[src/rtl/instr_fetch.sv]
// -----------------------------------------------------------------------------
// instr_fetch
//
// Three-state instruction fetch unit. It issues one word read to instruction
// memory, waits as long as needed for the data, latches the word into the
// instruction register and holds it until the back end consumes it. A branch
// redirect can arrive in any state. It discards any in-flight data and restarts
// fetching at the branch target.
//
// Ports
//   CLOCK_50            in   system clock (all registers use the rising edge)
//   RESET_N             in   synchronous active-low reset
//   IMEM_req            out  instruction-memory read request
//   IMEM_addr[15:0]     out  word address being fetched (current PC)
//   IMEM_ready          in   IMEM_data valid this cycle (only while IMEM_req=1)
//   IMEM_data[31:0]     in   instruction word from memory
//   stall               in   back end cannot consume the current instruction
//   branch_taken        in   single-cycle redirect pulse
//   branch_target[15:0] in   redirect word address
//   IR_valid            out  IR holds an unconsumed instruction
//   IR_opcode[3:0]      out  IR[31:28]
//   IR_ARn/ARs/ARm[3:0] out  IR[23:20], IR[19:16], IR[15:12]
//   IR_imm[15:0]        out  IR[15:0]
//   mux_ARd_or_15[3:0]  out  register-file write address (R15 for branch-and-link)
//   CNTRL_write_en_ARd  out  register-file write enable, one pulse per consumed writer
//   PC_next[15:0]       out  address of the instruction in IR, plus 1
// -----------------------------------------------------------------------------
module instr_fetch (
    input  logic        CLOCK_50,
    input  logic        RESET_N,
    output logic        IMEM_req,
    output logic [15:0] IMEM_addr,
    input  logic        IMEM_ready,
    input  logic [31:0] IMEM_data,
    input  logic        stall,
    input  logic        branch_taken,
    input  logic [15:0] branch_target,
    output logic        IR_valid,
    output logic [3:0]  IR_opcode,
    output logic [3:0]  IR_ARn,
    output logic [3:0]  IR_ARs,
    output logic [3:0]  IR_ARm,
    output logic [15:0] IR_imm,
    output logic [3:0]  mux_ARd_or_15,
    output logic        CNTRL_write_en_ARd,
    output logic [15:0] PC_next
);

    typedef enum logic [1:0] {
        S_FETCH = 2'd0,
        S_WAIT  = 2'd1,
        S_HOLD  = 2'd2
    } state_t;

    state_t      state;
    state_t      state_nxt;

    logic [15:0] pc;
    logic [15:0] pc_inc;
    logic [31:0] ir;
    logic        ir_valid;
    logic [15:0] pc_next_r;

    logic        mem_req;
    logic        load_ir;
    logic        consume;
    logic        writes_reg;

    assign pc_inc = pc + 16'd1;

    // State register.
    always_ff @(posedge CLOCK_50) begin
        if (!RESET_N) begin
            state <= S_FETCH;
        end else begin
            state <= state_nxt;
        end
    end

    // Next-state and control strobes. A redirect overrides everything the
    // case statement decided, so data returning in the same cycle is dropped.
    always_comb begin
        state_nxt = state;
        mem_req   = 1'b0;
        load_ir   = 1'b0;
        consume   = 1'b0;
        case (state)
            S_FETCH: begin
                mem_req   = 1'b1;
                state_nxt = S_WAIT;
            end
            S_WAIT: begin
                mem_req = 1'b1;
                if (IMEM_ready) begin
                    load_ir   = 1'b1;
                    state_nxt = S_HOLD;
                end
            end
            S_HOLD: begin
                if (ir_valid && !stall) begin
                    consume   = 1'b1;
                    state_nxt = S_FETCH;
                end
            end
            default: begin
                state_nxt = S_FETCH;
            end
        endcase
        if (branch_taken) begin
            load_ir   = 1'b0;
            consume   = 1'b0;
            state_nxt = S_FETCH;
        end
    end

    // PC, instruction register and its valid flag. IR and PC_next keep their
    // old contents across a redirect; only IR_valid is cleared.
    always_ff @(posedge CLOCK_50) begin
        if (!RESET_N) begin
            pc        <= 16'h0000;
            ir        <= 32'h0000_0000;
            ir_valid  <= 1'b0;
            pc_next_r <= 16'h0000;
        end else if (branch_taken) begin
            pc       <= branch_target;
            ir_valid <= 1'b0;
        end else if (load_ir) begin
            ir        <= IMEM_data;
            ir_valid  <= 1'b1;
            pc        <= pc_inc;
            pc_next_r <= pc_inc;
        end else if (consume) begin
            ir_valid <= 1'b0;
        end
    end

    // The request is masked by reset so memory never sees a read while the
    // block is being reset, even though the state register still shows a
    // requesting state during that first reset cycle.
    assign IMEM_req  = mem_req & RESET_N;
    assign IMEM_addr = pc;

    assign IR_valid  = ir_valid;
    assign IR_opcode = ir[31:28];
    assign IR_ARn    = ir[23:20];
    assign IR_ARs    = ir[19:16];
    assign IR_ARm    = ir[15:12];
    assign IR_imm    = ir[15:0];
    assign PC_next   = pc_next_r;

    // Opcode 0xF is branch-and-link: the return address always goes to R15.
    assign mux_ARd_or_15 = (ir[31:28] == 4'hF) ? 4'hF : ir[27:24];

    // Opcodes 0xA-0xE never write a register.
    assign writes_reg = (ir[31:28] <= 4'h9) || (ir[31:28] == 4'hF);

    assign CNTRL_write_en_ARd = ir_valid & ~stall & ~branch_taken & writes_reg;

endmodule
[config.mk]
export PLATFORM = sky130hd
export DESIGN_NAME = instr_fetch
export DESIGN_NICKNAME = d
export VERILOG_FILES = /design/src/rtl/instr_fetch.sv
export SDC_FILE = /design/constraint.sdc
export NUM_CORES = 1
export LEC_CHECK = 0
export CAP_MARGIN = 0
export CORE_AREA = 2 2 88 90
export CTS_BUF_LIST = sky130_fd_sc_hd__clkbuf_4 sky130_fd_sc_hd__clkbuf_8 sky130_fd_sc_hd__clkbuf_16
export DETAILED_ROUTE_END_ITERATION = 12
export DIE_AREA = 0 0 90 92
export PLACE_DENSITY = 0.8
export SYNTH_ARGS = -nofsm -noshare
export SYNTH_HDL_FRONTEND = slang
export SYNTH_SLANG_ARGS = --single-unit
[constraint.sdc]
create_clock -name CLOCK_50 -period 3.6 [get_ports CLOCK_50]
set_input_delay 0.72 -clock CLOCK_50 [delete_from_list [all_inputs] [get_ports CLOCK_50]]
set_output_delay 0.72 -clock CLOCK_50 [all_outputs]
set_load 0.02 [all_outputs]
==> reports/results.tsv, run 1 <==
stage	metric	value	unit
timing	Rel. slew slack	56.4	%
finish	fillers	668	
global_routing	grt total ovfl	0	
finish	layout net count	521	
die	io pins	124	
synth	top-area cell type share of the netlist area	42.2	%
run	Max Cap Violations	0	
clock_network	Longest Clk Path Bufs	2	
synth	Yosys Warn Count	0	
worst_setup_path	CP startpoint kind	primary input	
pwr	P per Cell Area	373	nW/um^2
clock_network	htree depth	3	
detailed_routing	Via Count	2884	
synth	synthesized cell area	3180	um^2
worst_setup_path	Worst EP required	2880	ps
worst_setup_path	Setup CP Type	in2out	
detailed_routing	ANT nets after route	0	
pwr	Peak supply drop	0.291	mV
timing	Peak Freq	353	MHz
clock_network	Reg clk slew, reported paths	70	ps
synth	Mapped Cells	385	
global_routing	largest net degree at the start of global routing	66	
detailed_routing	routed length on met2	3720	um
finish	P&R area growth vs syn	39.8	%
detailed_routing	DR top layer	met4	
detailed_routing	DRT iter0 DRCs	75	
synth	Mapped Nets	439	
worst_hold_path	Hold Crit Class	reg2reg	
timing	Final Max Tran Viols	0	
die	FP Rows	32	
die	die width	90	um
placement	cell count after placement	558	
detailed_routing	First-pass DRT Iterations	4	
clock_network	Root Driver	clkbuf_8	
synth	dominant cell type by area after synthesis	dfxtp_1	
worst_hold_path	Worst Hold Endpoint	ir[3]	
clock_network	Skew-Pair Late Insertion Delay	340	ps
synth	sequential fraction of the synthesis area	42.2	%
worst_setup_path	reg-to-reg startpoint	IMEM_addr[0]	
die	die area	8280	um^2
placement	HPWL Detailed	5750	um
pwr	Design Power	0.00166	W
finish	n_diodes	0	
placement	routability congestion estimate from global placement	0.814	
synth	ys async rst share	0	%
timing	minimum clock period	2830	ps
clock_network	number of gates resized after cts	0	
die	Initial Utilization	42.7	%
worst_setup_path	r2r worst-path depth	5	
placement	Port Buffer Count	123	
worst_setup_path	Worst Setup End Kind	output pin	
timing	final-report hold violation count	0	
worst_hold_path	hold path start	ir[3]	
die	Die Span Y	92	um
synth	Synth Area per Inst	8.25	um^2
global_routing	first-pass GRT wire length	13100	um
timing	# setup viols final	0	
detailed_routing	met1 WL	3510	um
synth	flops & latches, synth	67	
clock_network	# hold bufs at CTS	0	
status	outcome	finished clean	
timing	Final period util	78.6	%
detailed_routing	met3 WL	712	um
synth	Post-synth EDFFs	0	
finish	fraction of layout cells with a size suffix above 1	6.14	%
timing	Setup TNS Final	0	ps
detailed_routing	drt total wl	8050	um
global_routing	vias in the first global route	2718	
worst_setup_path	CP Max Fanout	2	
clock_network	post-CTS setup buffer count	0	
worst_hold_path	WHS Path Cells	2	
die	core area	7450	um^2
finish	Finished Layout Cells	574	
detailed_routing	Remaining DRCs	0	
pwr	leakage power	1.55	nW
synth	synth unique cells	36	
clock_network	CTS buffer count	9	
worst_setup_path	Worst R2R End	IMEM_addr[14]	
clock_network	TritonCTS Sinks	67	
worst_setup_path	flop2flop setup slack	1370	ps
global_routing	initial antenna violation count	0	
detailed_routing	WL/cell	14.0	um
synth	Synth area leaders	dfxtp_1 42%, nand2_1 9.1%, a21boi_0 7.6%, buf_4 7.6%, xnor2_1 6.1%	
global_routing	total track usage	19.6	%
timing	clk_skew	10.2	ps
synth	top_reg_cell synth	dfxtp_1	
worst_setup_path	crit path DAT	2110	ps
timing	Tightest Pin Transition	653	ps
timing	RSZ-0062 raised after global routing	false	
clock_network	CTS tree	yes	
detailed_routing	via/cell ratio	5.02	
## metal layers
layer	track usage, %	up-vias
met5	0	-
met1	24.2	1314
li1	-	1430
met2	32.7	127
met4	6.92	0
met3	5.59	13
## how the worst max path moves through the flow
stage	start	to	slack [ps]	cells after the start
finish	stall	CNTRL_write_en_ARd	770	4
global route	stall	CNTRL_write_en_ARd	700	4
CTS	stall	CNTRL_write_en_ARd	760	4
detailed placement	stall	CNTRL_write_en_ARd	760	4
global placement	stall	CNTRL_write_en_ARd	770	4
floorplan	RESET_N	IMEM_req	1350	3
## flip-flops by register name, summed over array words and instances (netlist names)
register,count
ir,32
IMEM_addr,16
PC_next,16
state,2
IR_valid,1
## through the flow
step	hold WS, ps	utilization (%)	instance area [um^2]	setup slack, ps
detailed placement	457	57.0	4240	763
global placement	447	57.0	4240	767
floorplan	438	-	3180	1350
CTS	468	59.6	4440	757
global route	490	59.6	4440	703
finish	462	59.6	4440	769
## worst max-delay path, stage by stage
cell and delay, ps:
clkdlybuf4s50_1 420, nand2b_1 180, nor3_1 140, clkdlybuf4s50_1 650
## synthesized netlist by cell type (all sizes together), types with 4 or more instances
master  instances
dfxtp          67
nor4            7
nand4           4
nor2            7
buf            33
xnor2          22
nand2          77
o211a           4
clkbuf         25
a21oi          23
inv             6
a21boi         34
nor3            8
nand3           6
nand2b          7
o21ai          28
## cell families (layout without fill, tap and decap cells)
logic type	count (synthesis)	count (layout)	synth area share, %
flops	67	67	42.2
mux	1	1	0.315
buf+inv	64	151	11.4
xor+xnor	25	25	6.89
simple gates	130	130	19.5
fa+ha+maj	1	1	0.394
compound gates	97	97	19.3
## final cells by class
type	instances	area, um^2	area share, %
inverter	6	22.5	0.507
sequential	67	1340	30.2
multi-input combinational	254	1480	33.3
clock inverter	5	52.6	1.18
tap	102	128	2.87
timing repair buffer	129	1270	28.6
clock buffer	11	145	3.27
## where the power goes
part / switching (W) / internal (W) / total (W)
Clock: 0.000281 / 0.000343 / 0.000624
Sequential: 0.0000308 / 0.000767 / 0.000798
Combinational: 0.000105 / 0.000130 / 0.000235
Total: 0.000416 / 0.00124 / 0.00166
## placed cells by master (no fill, tap or decap), types with 2 or more instances in the layout
cell type	count
nand4_1	2
or3_1	3
clkinv_2	3
a21boi_1	2
inv_1	6
clkbuf_8	10
a211oi_1	2
a31oi_1	3
clkdlybuf4s50_1	122
xor2_1	3
nand4_2	2
nand2b_1	7
and2_1	3
nor4_1	6
nand2_1	77
xnor2_1	22
o211a_1	4
nand3_1	6
nor2_1	6
dfxtp_1	67
o21ai_0	28
nor3b_1	2
nand3b_1	2
nor3_1	8
o311a_1	2
buf_4	6
a21oi_1	23
a21boi_0	32
Note: power is estimated with default switching activity, not from simulation.
==> run 2, diff against run 1 <==
- clock period: 3.6 -> 2.7 ns (I/O delays scaled with it)
==> reports/results.tsv, run 2 (synthesis gave the netlist of run 1 again) <==
stage	metric	value	unit	change
status	outcome	finished clean		
clock_network	Reg clk slew, reported paths	70	ps	about the same
clock_network	CTS buffer count	9		unchanged
clock_network	Longest Clk Path Bufs	2		unchanged
die	FP Rows	32		unchanged
timing	Final Max Tran Viols	0		unchanged
clock_network	TritonCTS Sinks	67		unchanged
detailed_routing	DRT iter0 DRCs	125		+67%
detailed_routing	Remaining DRCs	0		unchanged
worst_setup_path	Worst Setup End Kind	output pin		
timing	minimum clock period	2460	ps	
clock_network	Root Driver	clkbuf_8		
timing	Hold WS	457	ps	-4.71 ps
timing	Peak Freq	406	MHz	
detailed_routing	Via Count	2890		+0.21%
finish	layout net count	524		+0.58%
pwr	Peak supply drop	0.245	mV	-16%
pwr	leakage power	1.56	nW	+1.1%
timing	Tightest Pin Transition	652	ps	-1.52 ps
pwr	switching share of power	24.1	%	-1.1 points
worst_setup_path	CP startpoint kind	primary input		
pwr	Reg power frac	47.8	%	-0.4 points
worst_hold_path	Hold Crit Class	reg2reg		
finish	fillers	665		-0.45%
timing	final-report hold violation count	0		unchanged
clock_network	# hold bufs at CTS	0		unchanged
finish	most flop-heavy register	ir		
die	die area	8280	um^2	unchanged
detailed_routing	drt total wl	7790	um	-3.3%
worst_setup_path	Setup CP Type	in2out		
detailed_routing	WL/cell	13.5	um	-3.6%
die	die width	90	um	unchanged
worst_setup_path	crit path DAT	1920	ps	-190 ps
global_routing	total track usage	18.8	%	-0.82 points
clock_network	number of gates resized after cts	0		unchanged
global_routing	first-pass GRT wire length	12600	um	-3.7%
pwr	proportion of power drawn by combinational gates	14.1	%	about the same
global_routing	largest net degree at the start of global routing	66		unchanged
detailed_routing	First-pass DRT Iterations	5		+1
finish	n_diodes	0		unchanged
clock_network	Skew-Pair Late Insertion Delay	330	ps	about the same
pwr	clock share of power	38.1	%	+0.5 points
worst_setup_path	Worst EP required	2160	ps	-720 ps
clock_network	htree depth	3		unchanged
die	core area	7450	um^2	unchanged
placement	Port Buffer Count	123		unchanged
pwr	switching power	0.000536	W	+29%
detailed_routing	ANT nets after route	0		unchanged
global_routing	initial antenna violation count	0		unchanged
die	Initial Utilization	42.7	%	unchanged
run	Max Cap Violations	0		unchanged
detailed_routing	via/cell ratio	5.02		-0.14%
pwr	internal power	0.00169	W	+36%
finish	fraction of layout cells with a size suffix above 1	6.54	%	+0.40 points
die	io pins	124		unchanged
timing	Rel. slew slack	56.5	%	+0.10 points
timing	clk_skew	8.44	ps	-1.78 ps
finish	max reg flops	32		unchanged
finish	most common cell after layout, fill and taps aside	clkdlybuf4s50_1		
worst_setup_path	CP Max Fanout	2		unchanged
global_routing	vias in the first global route	2696		-0.81%
clock_network	CTS tree	yes		
finish	most frequent cells in the layout	122 x clkdlybuf4s50_1, 77 x nand2_1, 67 x dfxtp_1		
timing	Setup TNS Final	0	ps	unchanged
timing	Final period util	91.3	%	
placement	HPWL Detailed	5570	um	-3.1%
pwr	P per Cell Area	498	nW/um^2	+34%
timing	RSZ-0062 raised after global routing	false		
clock_network	post-CTS setup buffer count	0		unchanged
global_routing	grt total ovfl	0		unchanged
finish	P&R area growth vs syn	40.6	%	
die	Die Span Y	92	um	unchanged
placement	routability congestion estimate from global placement	0.839		+3.0%
timing	# setup viols final	0		unchanged
-- run 2: power by group through the flow --
stage               combinational [W]  sequential [W]  clock [W]
floorplan                    0.000132         0.00110          0
global placement             0.000312         0.00108          0
detailed placement           0.000315         0.00109          0
CTS                          0.000317         0.00106   0.000872
global route                 0.000337         0.00107   0.000919
finish                       0.000313         0.00106   0.000849
-- run 2: metrics by stage --
stage / cells / setup slack (ps) / total power (W) / area, um^2 / utilization (%)
finish: 576 / 236 / 0.00223 / 4470 / 60.0
global route: 576 / 201 / 0.00232 / 4470 / 60.0
CTS: 576 / 217 / 0.00225 / 4470 / 60.0
detailed placement: 561 / 224 / 0.00140 / 4270 / 57.3
global placement: 561 / 236 / 0.00140 / 4270 / 57.3
floorplan: 385 / 797 / 0.00124 / 3180 / -
-- run 2: final timing paths --
path,start,slack (ps),cells after the start,to
max,stall,240,4,CNTRL_write_en_ARd
min,PC_next[1],460,2,PC_next[1]
max reg2reg,IMEM_addr[0],590,6,IMEM_addr[14]
min reg2reg,PC_next[1],460,2,PC_next[1]
-- run 2: critical path, stage by stage --
cell	delay [ps]
clkdlybuf4s50_1	420
nand2b_1	170
nor3_1	140
clkdlybuf4s50_1	650
-- run 2: final cells by class --
| class | count | area [um^2] | share of cell area (%) |
|---|---|---|---|
| clock buffer | 13 | 166 | 3.73 |
| clock inverter | 2 | 35.0 | 0.784 |
| inverter | 6 | 22.5 | 0.504 |
| multi-input combinational | 254 | 1480 | 33.1 |
| sequential | 67 | 1340 | 30.0 |
| tap | 102 | 128 | 2.86 |
| timing repair buffer | 132 | 1290 | 29.0 |
-- run 2: routing by layer --
| metal | share of wire [%] | GRT usage [%] | vias up |
|---|---|---|---|
| li1 | - | - | 1433 |
| met1 | 45 | 23.8 | 1320 |
| met2 | 44 | 29.4 | 124 |
| met3 | 8.7 | 5.92 | 13 |
| met4 | 2.1 | 8.33 | 0 |
| met5 | 0 | 0 | - |
